--- src/rtl/valid_delay_line_if.sv ---
// Handshake bundle for valid_delay_line: sample input, pipeline controls and delayed output.
interface valid_delay_line_if #(
    parameter int WIDTH = 32
);
    logic             in_valid;
    logic [WIDTH-1:0] in;
    logic             stall;
    logic             flush;
    logic             out_valid;
    logic [WIDTH-1:0] out;
    logic             busy;

    modport master (
        output in_valid, in, stall, flush,
        input  out_valid, out, busy
    );

    modport slave (
        input  in_valid, in, stall, flush,
        output out_valid, out, busy
    );
endinterface

--- src/rtl/valid_delay_line.sv ---
// Fixed-latency valid-tagged delay line with stall, flush and optional output hold.
// Define VALID_DELAY_LINE_COUNT_EN to add the in-flight occupancy counter and its count port.
module valid_delay_line #(
    parameter int WIDTH = 32,
    parameter int DELAY = 2,
    parameter int HOLD  = 1
) (
    input  logic                       clk,
    input  logic                       reset,
    valid_delay_line_if.slave          bus
`ifdef VALID_DELAY_LINE_COUNT_EN
    ,
    output logic [$clog2(DELAY+1)-1:0] count
`endif
);

    logic [DELAY-1:0] v_r;
    logic [WIDTH-1:0] d_r [DELAY];
    logic [WIDTH-1:0] last_out_r;

    // Stage registers: flush only kills valids, stall freezes everything.
    always_ff @(posedge clk) begin
        if (reset) begin
            v_r <= '0;
            for (int i = 0; i < DELAY; i++) begin
                d_r[i] <= '0;
            end
        end else if (bus.flush) begin
            v_r <= '0;
        end else if (!bus.stall) begin
            v_r[0] <= bus.in_valid;
            d_r[0] <= bus.in;
            for (int i = 1; i < DELAY; i++) begin
                v_r[i] <= v_r[i-1];
                d_r[i] <= d_r[i-1];
            end
        end
    end

    // Capture each sample as it leaves the final stage.
    always_ff @(posedge clk) begin
        if (reset) begin
            last_out_r <= '0;
        end else if (v_r[DELAY-1] && !bus.stall) begin
            last_out_r <= d_r[DELAY-1];
        end
    end

    assign bus.out_valid = v_r[DELAY-1];
    assign bus.busy      = |v_r;

    generate
        if (HOLD != 0) begin : g_hold
            // Show the live final stage when valid, otherwise the last delivered sample.
            always_comb begin
                if (v_r[DELAY-1]) begin
                    bus.out = d_r[DELAY-1];
                end else begin
                    bus.out = last_out_r;
                end
            end
        end else begin : g_raw
            assign bus.out = d_r[DELAY-1];
        end
    endgenerate

`ifdef VALID_DELAY_LINE_COUNT_EN
    localparam int CW = $clog2(DELAY+1);
    logic [CW-1:0] count_r;

    // Occupancy: an entering sample and a leaving sample can cancel in the same cycle.
    always_ff @(posedge clk) begin
        if (reset || bus.flush) begin
            count_r <= '0;
        end else if (!bus.stall) begin
            count_r <= count_r + CW'(bus.in_valid) - CW'(v_r[DELAY-1]);
        end
    end

    assign count = count_r;
`endif

endmodule

--- src/flat_wrapper.sv ---
// flat-port wrapper written by rule: the top's interface ports become plain ports
module valid_delay_line_flat 
#(
    parameter int WIDTH = 32,
    parameter int DELAY = 2,
    parameter int HOLD  = 1
)
  (clk, reset, bus_in_valid, bus_in, bus_stall, bus_flush, bus_out_valid, bus_out, bus_busy);
  valid_delay_line_if #(.WIDTH(WIDTH)) bus_i ();
  input  logic clk;
  input  logic reset;
  input wire logic [$bits(bus_i.in_valid)-1:0] bus_in_valid;
  input wire logic [$bits(bus_i.in)-1:0] bus_in;
  input wire logic [$bits(bus_i.stall)-1:0] bus_stall;
  input wire logic [$bits(bus_i.flush)-1:0] bus_flush;
  output wire logic [$bits(bus_i.out_valid)-1:0] bus_out_valid;
  output wire logic [$bits(bus_i.out)-1:0] bus_out;
  output wire logic [$bits(bus_i.busy)-1:0] bus_busy;
  assign bus_i.in_valid = bus_in_valid;
  assign bus_i.in = bus_in;
  assign bus_i.stall = bus_stall;
  assign bus_i.flush = bus_flush;
  assign bus_out_valid = bus_i.out_valid;
  assign bus_out = bus_i.out;
  assign bus_busy = bus_i.busy;
  valid_delay_line #(.WIDTH(WIDTH), .DELAY(DELAY), .HOLD(HOLD)) u_core (.clk(clk), .reset(reset), .bus(bus_i));
endmodule
--- config.mk ---
export PLATFORM = sky130hd
export DESIGN_NAME = valid_delay_line_flat
export DESIGN_NICKNAME = d
export VERILOG_FILES = /design/src/rtl/valid_delay_line_if.sv /design/src/rtl/valid_delay_line.sv /design/src/flat_wrapper.sv
export SDC_FILE = /design/constraint.sdc
export NUM_CORES = 1
export LEC_CHECK = 0
export CAP_MARGIN = 15
export CELL_PAD_IN_SITES_DETAIL_PLACEMENT = 0
export CELL_PAD_IN_SITES_GLOBAL_PLACEMENT = 1
export CORE_MARGIN = 4
export CORE_UTILIZATION = 39
export CTS_CLUSTER_SIZE = 14
export DETAILED_ROUTE_END_ITERATION = 8
export PLACE_DENSITY_LB_ADDON = 0.1
export SLEW_MARGIN = 25
export SYNTH_ARGS = -nofsm -noshare
export SYNTH_HDL_FRONTEND = slang
export SYNTH_SLANG_ARGS = --single-unit
--- constraint.sdc ---
create_clock -name clk -period 5.12 [get_ports clk]
set_clock_uncertainty 0.15 [all_clocks]
set_input_delay 1.024 -clock clk [delete_from_list [all_inputs] [get_ports clk]]
set_output_delay 1.024 -clock clk [all_outputs]
set_load 0.05 [all_outputs]
==> reports/metrics.cfg <==
[sta]
rsz0062_at_grt = no
slew_headroom_pct = 45.6
fmax_ghz = 0.263
setup_viol = 0
finalCriticalPeriod_ps = 3800
finalSetupTns_ps = 0
timing.final.hold_violations = 0
final-max-slew-violation-count = 0
tightest_slew_ps = 815
fin_crit_sh_pct = 74.3

[global_route]
grt_use_met3_pct = 4.17
busiest_layer = met2
grt_pass1_vias = 2615
grt_pass1_wl_um = 12700
antenna_found_initial = 0
grt_overflow = 0
grtUsageMet2_pct = 20.5
gr-usage-met1_pct = 15.5
track_usage_pct = 12.4
grt_max_degree = 69

[yosys]
ys_types = 19
yosysTopAreaCellShare_pct = 44.9
synth_seq_cells = 98
seq_area_frac_synth_pct = 60.8
syn_area_per_cell_sq_um = 13.2
syn-instance-count = 325
synth_area_leader_cell = edfxtp_1
ys_warn_count = 0
synth_area_sq_um = 4280
synth.area.top_cells = edfxtp_1, dfxtp_1, and2_1
synth_nets = 362

[floorplan]
rows = 37
die_h_um = 113
start_util_pct = 40.8
die_w_um = 113
core_sq_um = 10500
dieArea_sq_um = 12700
io_pins = 71

[cells_and_area]
drive_gt1_share_pct = 14.7
antenna_cells = 0
fin_nets = 421
instances_no_fill = 525
area_growth_pct = 23.5

[clock_tree]
clkTransAtPathRegs_ps = 90
clk_latency_ps = 350
cts_tree = yes
ctsResizeCount = 0
h-tree-depth = 3
postCtsHoldBufs = 0
clk_path_buf_depth = 2
post-cts-setup-buffers = 0
cts_root_buf = clkbuf_8
cts.sinks = 98
cts-buffers-inserted = 9

[routing]
dr.pass1.iters = 4
drt_iter0_drc = 117
vias_per_cell = 4.92
drcViolationCount = 0
drt-total-wl_um = 7940
postRouteAntennaNets = 0
dr_total_vias = 2581
routedWlPerCell_um = 15.1

[placement]
port_buffers = 70
dp.cells = 509
globalplace.congestion = 0.680
dpl.hpwl_um = 4520

[worst_setup_path]
path_depth = 3
critical-path-top-delay-family = buffers and inverters
crit_required_ps = 3950
arrival_ps = 2630
cp_slowest_cell = dfxtp_2
r2r_cells = 2
critPathBufInv = 2
worstSetupPathType = reg2out
max_stage_delay_ps = 840
cp_max_fo = 36
crit_path_cell_trace = buf_4, mux2_2, clkdlybuf4s50_1
cp-end-kind = primary output
reg2reg_setup_slack_ps = 2960
cp-start-kind = flop

[job]
maxCapViolCount = 0

[min_path]
hold_depth = 2
hp-class = reg2reg

[pwr]
p_leak_uw = 0.00188
peakVddDrop_v = 0.000151
power.density_nw_per_um2 = 286

[status]
outcome = finished clean

==> cell type report <==
class                      instances  area, sq um
clock buffer                      11          131
clock inverter                     5         78.8
fill                             924         5220
multi-input combinational        200         1570
sequential                        98         2600
tap                              136          170
timing repair buffer              75          741
==> metal layers <==
layer / up-vias / part of all wire (%)
met5: - / 0
met2: 51 / 47
met1: 1253 / 47
met4: 0 / 0.72
met3: 4 / 5.1
li1: 1273 / -
==> flip-flops by register name, summed over array words and instances, names as in the netlist <==
signal             count
u_core.last_out_r     32
u_core.v_r             2
u_core.d_r            64
==> per-stage QoR <==
| step | setup slack, ps | utilization (%) | cell area [sq um] | total power, uW | hold WS (ps) |
|---|---|---|---|---|---|
| 2_1_floorplan | 166 | - | 4280 | 960 | 289 |
| 3_3_place_gp | 1720 | 48.4 | 5080 | 1000 | 299 |
| 3_5_place_dp | 1670 | 48.4 | 5080 | 1000 | 306 |
| 4_1_cts | 1280 | 50.4 | 5290 | 1540 | 320 |
| 5_1_grt | 1180 | 50.4 | 5290 | 1580 | 336 |
| 6_report | 1320 | 50.4 | 5290 | 1510 | 315 |
==> cell usage after synthesis <==
cell / n
dfxtp_1: 34
edfxtp_1: 64
nand2b_1: 32
mux2_2: 32
clkbuf_2: 9
clkbuf_1: 9
or2_2: 1
and2_1: 64
o21ai_1: 27
buf_4: 1
buf_6: 1
mux2i_1: 2
buf_2: 7
nand4bb_1: 32
o21ai_0: 5
nor3_1: 2
o21bai_1: 1
nor2b_1: 1
nor3_4: 1
==> worst min-delay path, delay by kind of cell, from the launching register on <==
kind            cells  cell delay [ps]
simple gates        1               60
compound gates      1               50
flops               1              320
==> where the power goes <==
part	leakage [uW]	switching [uW]	internal, uW
Clock	0.0000972	256	274
Combinational	0.000835	42.9	50.2
Sequential	0.000946	11.5	880
==> kinds of logic after synthesis <==
| logic type | count (synthesis) | synth area share (%) |
|---|---|---|
| simple gates | 133 | 23.3 |
| flops | 98 | 60.8 |
| mux | 34 | 8.88 |
| compound gates | 33 | 3.91 |
| buf+inv | 27 | 3.10 |
==> cells in the final DEF, fill, tap and decap left out, drive strengths merged <==
master / synthesis / routed
mux2i: 2 / 2
or2: 1 / 1
clkinvlp: 0 / 2
nand2b: 32 / 32
clkbuf: 18 / 11
o21bai: 1 / 1
dfxtp: 34 / 34
edfxtp: 64 / 64
o21ai: 32 / 32
nor3: 3 / 3
and2: 64 / 64
nor2b: 1 / 1
buf: 9 / 7
mux2: 32 / 32
nand4bb: 32 / 32
clkinv: 0 / 1
bufinv: 0 / 2
clkdlybuf4s50: 0 / 68
==> final timing paths <==
kind,startpoint,end
setup / recovery,u_core.v_r[1]$_SDFFE_PP0N_,bus_out[23]
hold / removal,u_core.last_out_r[19]$_SDFFE_PP0P_,u_core.last_out_r[19]$_SDFFE_PP0P_
setup reg to reg,u_core.v_r[1]$_SDFFE_PP0N_,u_core.last_out_r[24]$_SDFFE_PP0P_
hold reg to reg,u_core.last_out_r[19]$_SDFFE_PP0P_,u_core.last_out_r[19]$_SDFFE_PP0P_
(Power assumes the default switching activity.)
